$ cat src/rtl/minmax_stream_tracker.sv
// Serial min/max selector over framed valid/ready beats; reports value, beat index, count.
// Result valid one cycle after the closing beat; input stalls (in_ready=0) while a result is held.
module minmax_stream_tracker #(
  parameter int WIDTH     = 8,
  parameter int IDX_WIDTH = 4
) (
  input  logic                 clk,
  input  logic                 rst_n,
  input  logic                 tc,
  input  logic                 min_max,
  input  logic                 in_valid,
  output logic                 in_ready,
  input  logic [WIDTH-1:0]     in_data,
  input  logic                 in_last,
  output logic                 out_valid,
  input  logic                 out_ready,
  output logic [WIDTH-1:0]     out_value,
  output logic [IDX_WIDTH-1:0] out_index,
  output logic [IDX_WIDTH:0]   out_count,
  output logic                 out_ovf
);

  typedef enum logic [1:0] {IDLE, ACCUM, HOLD} state_t;

  localparam logic [IDX_WIDTH-1:0] LAST_IDX = '1;

  state_t               state_q, state_d;
  logic                 tc_q, max_q;
  logic [WIDTH-1:0]     best_q, best_d;
  logic [IDX_WIDTH-1:0] idx_q, idx_d;
  logic [IDX_WIDTH:0]   cnt_q, cnt_d;
  logic                 accept, close, force_close, improve;
  logic [IDX_WIDTH-1:0] beat_idx;
  logic signed [WIDTH:0] new_ext, best_ext;

  assign in_ready  = rst_n && (state_q != HOLD);
  assign out_valid = (state_q == HOLD);
  assign accept    = in_valid && in_ready;
  // In ACCUM the count of beats already taken is the index of the incoming beat.
  assign beat_idx  = cnt_q[IDX_WIDTH-1:0];

  // One extra bit lets a single signed compare cover both signed and unsigned modes.
  assign new_ext  = {tc_q & in_data[WIDTH-1], in_data};
  assign best_ext = {tc_q & best_q[WIDTH-1], best_q};
  assign improve  = max_q ? (new_ext > best_ext) : (new_ext < best_ext);

  always_comb begin
    state_d     = state_q;
    best_d      = best_q;
    idx_d       = idx_q;
    close       = 1'b0;
    force_close = 1'b0;
    cnt_d       = (state_q == IDLE) ? (IDX_WIDTH+1)'(1) : cnt_q + 1'b1;
    unique case (state_q)
      IDLE: begin
        if (accept) begin
          best_d  = in_data;
          idx_d   = '0;
          close   = in_last;
          state_d = in_last ? HOLD : ACCUM;
        end
      end
      ACCUM: begin
        if (accept) begin
          if (improve) begin
            best_d = in_data;
            idx_d  = beat_idx;
          end
          force_close = !in_last && (beat_idx == LAST_IDX);
          close       = in_last || (beat_idx == LAST_IDX);
          state_d     = close ? HOLD : ACCUM;
        end
      end
      HOLD: begin
        if (out_ready) state_d = IDLE;
      end
      default: state_d = IDLE;
    endcase
  end

  always_ff @(posedge clk or negedge rst_n) begin
    if (!rst_n) begin
      state_q   <= IDLE;
      tc_q      <= 1'b0;
      max_q     <= 1'b0;
      best_q    <= '0;
      idx_q     <= '0;
      cnt_q     <= '0;
      out_value <= '0;
      out_index <= '0;
      out_count <= '0;
      out_ovf   <= 1'b0;
    end else begin
      state_q <= state_d;
      if (accept) begin
        best_q <= best_d;
        idx_q  <= idx_d;
        cnt_q  <= cnt_d;
        if (state_q == IDLE) begin
          tc_q  <= tc;
          max_q <= min_max;
        end
      end
      // Separate result registers keep the last answer visible while the next frame accumulates.
      if (close) begin
        out_value <= best_d;
        out_index <= idx_d;
        out_count <= cnt_d;
        out_ovf   <= force_close;
      end
    end
  end

endmodule

$ cat config.mk
export PLATFORM = sky130hd
export DESIGN_NAME = minmax_stream_tracker
export DESIGN_NICKNAME = d
export VERILOG_FILES = /design/src/rtl/minmax_stream_tracker.sv
export SDC_FILE = /design/constraint.sdc
export NUM_CORES = 1
export LEC_CHECK = 0
export BUFFER_PORTS_ARGS = -buffer_cell sky130_fd_sc_hd__buf_2
export CORE_MARGIN = 4
export CORE_UTILIZATION = 55
export DETAILED_ROUTE_END_ITERATION = 8
export PLACE_DENSITY = 0.86
export RECOVER_POWER = 100
export REMOVE_ABC_BUFFERS = 1
export SLEW_MARGIN = 20
export SYNTH_ARGS = -nofsm -noshare
export SYNTH_HDL_FRONTEND = slang
export SYNTH_SLANG_ARGS = --single-unit
$ cat constraint.sdc
create_clock -name clk -period 3.17 [get_ports clk]
set_input_delay 0.1585 -clock clk [delete_from_list [all_inputs] [get_ports clk]]
set_output_delay 0.1585 -clock clk [all_outputs]
set_load 0.05 [all_outputs]
Word level (Yosys, flattened, before mapping)
Index checks and enable logic that the tools add are counted.
- input port bits: 15
- bits in registers: 39
- bits in latches: 0
- logic and storage cells: 51
- memory bits (writable): 0
- memories: 0
- memory bits (read-only): 0
- output and inout port bits: 20
- $lt $le $gt $ge: 2
- shift operators: 0
- equal/unequal tests: 7
- multiplexer cells: 21
- div/mod/pow operators: 0
- add/sub/neg operators: 1
- $mul: 0
- reductions and logical operators: 8
- bitwise gates (word level): 2
- operators by type and width (kind ; number):
    $mux 8 ; 3
    $pmux 8 s2 ; 1
    $mux 4 ; 3
    $mux 2 ; 5
    $gt 9x9->1 ; 1
    $lt 9x9->1 ; 1
    $pmux 4 s2 ; 1
    $ne 2x2->1 const B ; 3
    $pmux 2 s3 ; 1
    $add 5x1->5 const B ; 1
    $mux 1 ; 5
    $mux 5 ; 1
    $eq 4x4->1 const B ; 1
    $logic_and 1x1->1 ; 3
    $reduce_and 3->1 ; 1
    $and 1x1->1 ; 2
    $eq 2x1->1 const B ; 1
    $eq 2x2->1 const B ; 1
    $logic_not 2->1 ; 1
    $ne 2x1->1 const B ; 1
    $pmux 1 s2 ; 1
    $reduce_and 2->1 ; 1
    $logic_not 1->1 ; 1
    $logic_or 1x1->1 ; 1

Longest topological paths before layout
- word-level depth: 6
- gate-level depth with buffers: 11
- mapped depth without buffers: 9

Least setup slack after synthesis
Ideal clock, no wire load.
- path kind: register -> register
- from: register tc_q
- to: register best_q[2]
- slack: 502 ps
- data required time: 3045 ps
- period minus slack after synthesis: 2668 ps
- cell stages (with the launch flop): 11
- library setup time: 125 ps
- data arrival time: 2543 ps
- buffers on the path: 1
- cell sequence: dfrtp_1 -> and2_1 -> ha_1 -> buf_6 -> nand4_1 -> or2_4 -> a21oi_2 -> nor2_4 -> mux2i_4 -> nor4_4 -> mux2_2
- longest elaborated chain between the ends: 6
- elaborated cells between the ends (all ways): 8
- those cells by class: order compare (2); mux (4); bitwise (2)
- ends and longest elaborated chain (what ; line ; source):
    start: declaration ; 28 ; logic tc_q, max_q;
    start signal: assignment ; 100 ; tc_q <= tc;
    $and 1x1->1, on equally long branches ; 43, 44 ;
    $lt 9x9->1 or $gt 9x9->1 (tied branches) ; 45 ; assign improve = max_q ? (new_ext > best_ext) : (new_ext < best_ext);
    $mux 1 * ; 45 ;
    $mux 8 * ; 65 ; if (improve) begin
    $mux 8 * ; 64 ; if (accept) begin
    $pmux 8 s2 * ; 54 ; unique case (state_q)
    end signal: assignment ; 96 ; best_q <= best_d;
    end: declaration ; 29 ; logic [WIDTH-1:0] best_q, best_d;
Every way passes the cells marked *; elsewhere a longest branch is shown, timed or not.
A chain may end at the register's enable or synchronous reset.

Final worst setup path
- from: register tc_q
- to: register best_q[3]
Same word-level chain as after synthesis.

==> run_summary.xml <==
<?xml version="1.0" encoding="UTF-8"?>
<metrics>
  <group name="global_route">
    <metric name="grt_pass1_wl" unit="µm">8130</metric>
    <metric name="grt_start_max_net_pins" unit="">41</metric>
    <metric name="overflow" unit="">0</metric>
    <metric name="grt_antenna_before_repair" unit="">0</metric>
    <metric name="globalRouteTotalUtil" unit="%">20.4</metric>
    <metric name="number_of_global_route_vias_before_repair" unit="">1711</metric>
  </group>
  <group name="routing">
    <metric name="routedWlPerCell" unit="µm">15.7</metric>
    <metric name="drt-initial-drc-count" unit="">112</metric>
    <metric name="route.detailed.drc" unit="">0</metric>
    <metric name="vias_after_detailed_routing" unit="">1780</metric>
    <metric name="drt-total-wl" unit="µm">4790</metric>
    <metric name="ant_nets" unit="">0</metric>
    <metric name="drt_pass1_iterations" unit="">4</metric>
    <metric name="routed_via_count_divided_by_cell_count" unit="">5.84</metric>
  </group>
  <group name="setup_path">
    <metric name="critical_path.reg2reg.endpoint" unit="">best_q[3]</metric>
    <metric name="worst-path-max-fanout" unit="">10</metric>
    <metric name="reg2reg_slack" unit="ns">0.18</metric>
    <metric name="critical_path_arrival" unit="ns">3.17</metric>
    <metric name="worst-path-buf-inv" unit="">0</metric>
    <metric name="kind_of_capture_point_of_the_worst_setup_path" unit="">register</metric>
    <metric name="rr_startpoint" unit="">tc_q</metric>
    <metric name="crit_path_start_kind" unit="">register</metric>
    <metric name="worst_r2r_path_depth" unit="">9</metric>
    <metric name="critPathKind" unit="">register to register</metric>
    <metric name="worst-endpoint-required" unit="ns">3.35</metric>
    <metric name="critical-path-slowest-cell" unit="">sky130_fd_sc_hd__nor4_4</metric>
    <metric name="cp_cell_sequence" unit="">and2_1, ha_1, nand4_1, or2_4, a21oi_2, nor2_2, mux2i_4, nor4_4, mux2_2</metric>
    <metric name="crit_path_max_incr_delay" unit="ns">0.49</metric>
    <metric name="critPathTopFamily" unit="">simple AND/OR/NAND/NOR gates</metric>
    <metric name="worst-path-stages" unit="">9</metric>
  </group>
  <group name="synthesis">
    <metric name="synth-seq-cells" unit="">39</metric>
    <metric name="netlist_area" unit="µm²">2170</metric>
    <metric name="synthesis.instances" unit="">219</metric>
    <metric name="number_of_flops_mapped_to_enable_cells_by_yosys" unit="">0</metric>
    <metric name="count_of_synthesis_stage_warnings_from_yosys" unit="">0</metric>
    <metric name="synth-async-reset-ratio" unit="%">100</metric>
    <metric name="synth.yosys.seq_area_share" unit="%">44.9</metric>
    <metric name="synth-main-ff-cell" unit="">sky130_fd_sc_hd__dfrtp_1</metric>
    <metric name="synthDistinctLibCells" unit="">41</metric>
    <metric name="post_synth.cell_area_avg" unit="µm²">9.93</metric>
  </group>
  <group name="worst_hold_path">
    <metric name="worst_hold_path.endpoint" unit="">state_q[1]</metric>
    <metric name="min-delay-path-class" unit="">input pin to register</metric>
    <metric name="timing.hold.worst.start" unit="">out_ready</metric>
    <metric name="worst_hold_path.num_cells" unit="">2</metric>
  </group>
  <group name="timing">
    <metric name="max-slew-margin-rel" unit="%">58.3</metric>
    <metric name="final.setup.worst_slack" unit="ns">0.181</metric>
    <metric name="rsz0062_at_grt" unit="">no</metric>
    <metric name="worst-slew-pin-transition" unit="ns">0.626</metric>
    <metric name="post-route-min-period" unit="ns">2.99</metric>
    <metric name="hold_viol" unit="">0</metric>
    <metric name="final-setup-viol-count" unit="">0</metric>
    <metric name="maxSlewViolCount" unit="">0</metric>
    <metric name="timing.clock.skew" unit="ns">0.00578</metric>
    <metric name="max_freq" unit="GHz">0.335</metric>
    <metric name="whs" unit="ns">0.0463</metric>
    <metric name="finalCritPeriodShare" unit="%">94.3</metric>
  </group>
  <group name="final_layout">
    <metric name="post_layout_nonfiller_instances" unit="">305</metric>
    <metric name="fillCellCount" unit="">337</metric>
    <metric name="multi_input_comb_area" unit="µm²">1070</metric>
    <metric name="seq_cell_area" unit="µm²">976</metric>
    <metric name="antenna_cells_inserted" unit="">0</metric>
    <metric name="area.growth.synth_to_final" unit="%">13.1</metric>
    <metric name="postLayoutCoreUtil" unit="%">65.7</metric>
    <metric name="post_route_cells_drive_above_1_share" unit="%">17.1</metric>
    <metric name="final_net_count" unit="">281</metric>
  </group>
  <group name="pwr">
    <metric name="power_density" unit="nW/µm²">908</metric>
    <metric name="total_power" unit="mW">2.23</metric>
    <metric name="worst_ir_drop_on_vdd" unit="µV">607</metric>
    <metric name="cellLeakagePower" unit="nW">1.04</metric>
  </group>
  <group name="status">
    <metric name="outcome" unit="">finished, final reports clean</metric>
  </group>
  <group name="floorplanning">
    <metric name="std_cell_rows" unit="">22</metric>
    <metric name="pin_count" unit="">35</metric>
    <metric name="floorplan.die.width" unit="µm">70.9</metric>
    <metric name="die-area" unit="µm²">5020</metric>
    <metric name="die_y" unit="µm">70.9</metric>
    <metric name="floorplan.core_area" unit="µm²">3740</metric>
    <metric name="effective_utilization_at_floorplan" unit="%">58.1</metric>
  </group>
  <group name="clock_network">
    <metric name="clock_tree.root_cell" unit="">sky130_fd_sc_hd__clkbuf_8</metric>
    <metric name="post_cts_setup_buffers" unit="">0</metric>
    <metric name="clkSlewWorstSetupHoldPaths" unit="ns">0.08</metric>
    <metric name="numClockSinks" unit="">39</metric>
    <metric name="tritoncts.num_buffers" unit="">5</metric>
    <metric name="cts.htree.levels" unit="">2</metric>
    <metric name="cts_buffer_depth" unit="">2</metric>
    <metric name="cts_tree" unit="">yes</metric>
    <metric name="clock_insertion_delay_worst_skew" unit="ns">0.29</metric>
  </group>
  <group name="flow_run">
    <metric name="max_cap_violations" unit="">0</metric>
  </group>
  <group name="place">
    <metric name="pre_cts_slack" unit="ns">0.183</metric>
    <metric name="gp_congestion" unit="">0.827</metric>
    <metric name="numPlacedInstances" unit="">296</metric>
    <metric name="detailed_place_hpwl" unit="µm">3460</metric>
    <metric name="port_buffers" unit="">34</metric>
  </group>
</metrics>
## power breakdown
part	internal (mW)	switching (mW)
logic	0.318	0.731
clock network	0.234	0.180
registers	0.652	0.118
## final cells by class
cell class	instances	area share, %
inverter	17	2.60
timing repair buffer	40	7.33
multi-input combinational	153	43.4
clock inverter	3	1.78
tap	48	2.44
sequential	39	39.7
clock buffer	5	2.80
## placed cells by master, fill, tap and decap left out, types with 4 or more instances in the layout
cell                       count
sky130_fd_sc_hd__a21oi_1       5
sky130_fd_sc_hd__a31oi_1      13
sky130_fd_sc_hd__buf_2        13
sky130_fd_sc_hd__clkbuf_1     24
sky130_fd_sc_hd__clkbuf_8      5
sky130_fd_sc_hd__dfrtp_1      39
sky130_fd_sc_hd__ha_1         10
sky130_fd_sc_hd__inv_1        16
sky130_fd_sc_hd__mux2_2       10
sky130_fd_sc_hd__nand2_1      11
sky130_fd_sc_hd__nand3_1       7
sky130_fd_sc_hd__nand4_1       5
sky130_fd_sc_hd__nor2_1       18
sky130_fd_sc_hd__nor3_1        6
sky130_fd_sc_hd__o211ai_1      4
sky130_fd_sc_hd__o21ai_0      22
sky130_fd_sc_hd__o31ai_1      11
## stage by stage
stage | cell area [µm²] | TNS (ns)
CTS | 2510 | 0
finish | 2460 | 0
floorplan | 2120 | -1.52
detailed placement | 2390 | 0
global placement | 2390 | 0
global route | 2460 | 0
## worst max path at each step
stage,start,endpoint
6_report,tc_q,best_q[3]
5_1_grt,tc_q,best_q[2]
4_1_cts,tc_q,best_q[3]
3_5_place_dp,tc_q,best_q[7]
3_3_place_gp,tc_q,best_q[7]
2_1_floorplan,state_q[0],out_value[0]
## sequential cells by signal, indices dropped and copies added, names as in the netlist, 2 cells and up
name	cells
best_q	8
out_value	8
cnt_q	5
out_count	5
idx_q	4
out_index	4
state_q	2
## logic make-up after synthesis
logic type / synth area share [%]
xor+xnor: 1.21
mux: 8.23
flops: 44.9
simple gates: 15.6
fa+ha+maj: 5.75
buf+inv: 5.52
compound gates: 18.8
## synthesized netlist by cell type (all sizes together) (5+ instances only)
library cell   n  share of area (%)
o31ai         12                4.8
nor2          19                3.6
buf            7                2.1
mux2          10                5.2
inv           16                2.8
a31oi         13                3.7
o21ai         23                5.5
a21oi          7                2.3
mux2i          5                3.0
nand2         11                1.9
nand3          7                1.6
nand4          5                1.4
dfrtp         39                 45
nor3           7                1.6
ha            10                5.8
## layer usage
layer / GRT usage, % / wire length, µm / vias up / part of all wire (%)
met3: 4.69 / 237 / 6 / 4.9
met2: 31.0 / 2310 / 42 / 48
met4: 7.93 / 60 / 0 / 1.3
met5: 0 / 0 / - / 0
li1: - / - / 865 / -
met1: 28.4 / 2180 / 867 / 46
## worst reg2reg max path, stage by stage (launching register included)
cell and delay, ns:
sky130_fd_sc_hd__dfrtp_1 0.39, sky130_fd_sc_hd__and2_1 0.16, sky130_fd_sc_hd__ha_1 0.44, sky130_fd_sc_hd__nand4_1 0.18, sky130_fd_sc_hd__or2_4 0.30, sky130_fd_sc_hd__a21oi_2 0.16
sky130_fd_sc_hd__nor2_2 0.12, sky130_fd_sc_hd__mux2i_4 0.25, sky130_fd_sc_hd__nor4_4 0.49, sky130_fd_sc_hd__mux2_2 0.39
## timing repair
| action | CTS | global route |
|---|---|---|
| hold endpoints to repair | 39 | 0 |
| gates resized for setup | 0 | 0 |
| hold buffers | 1 | 0 |
Power figures use the tool's default switching activity.
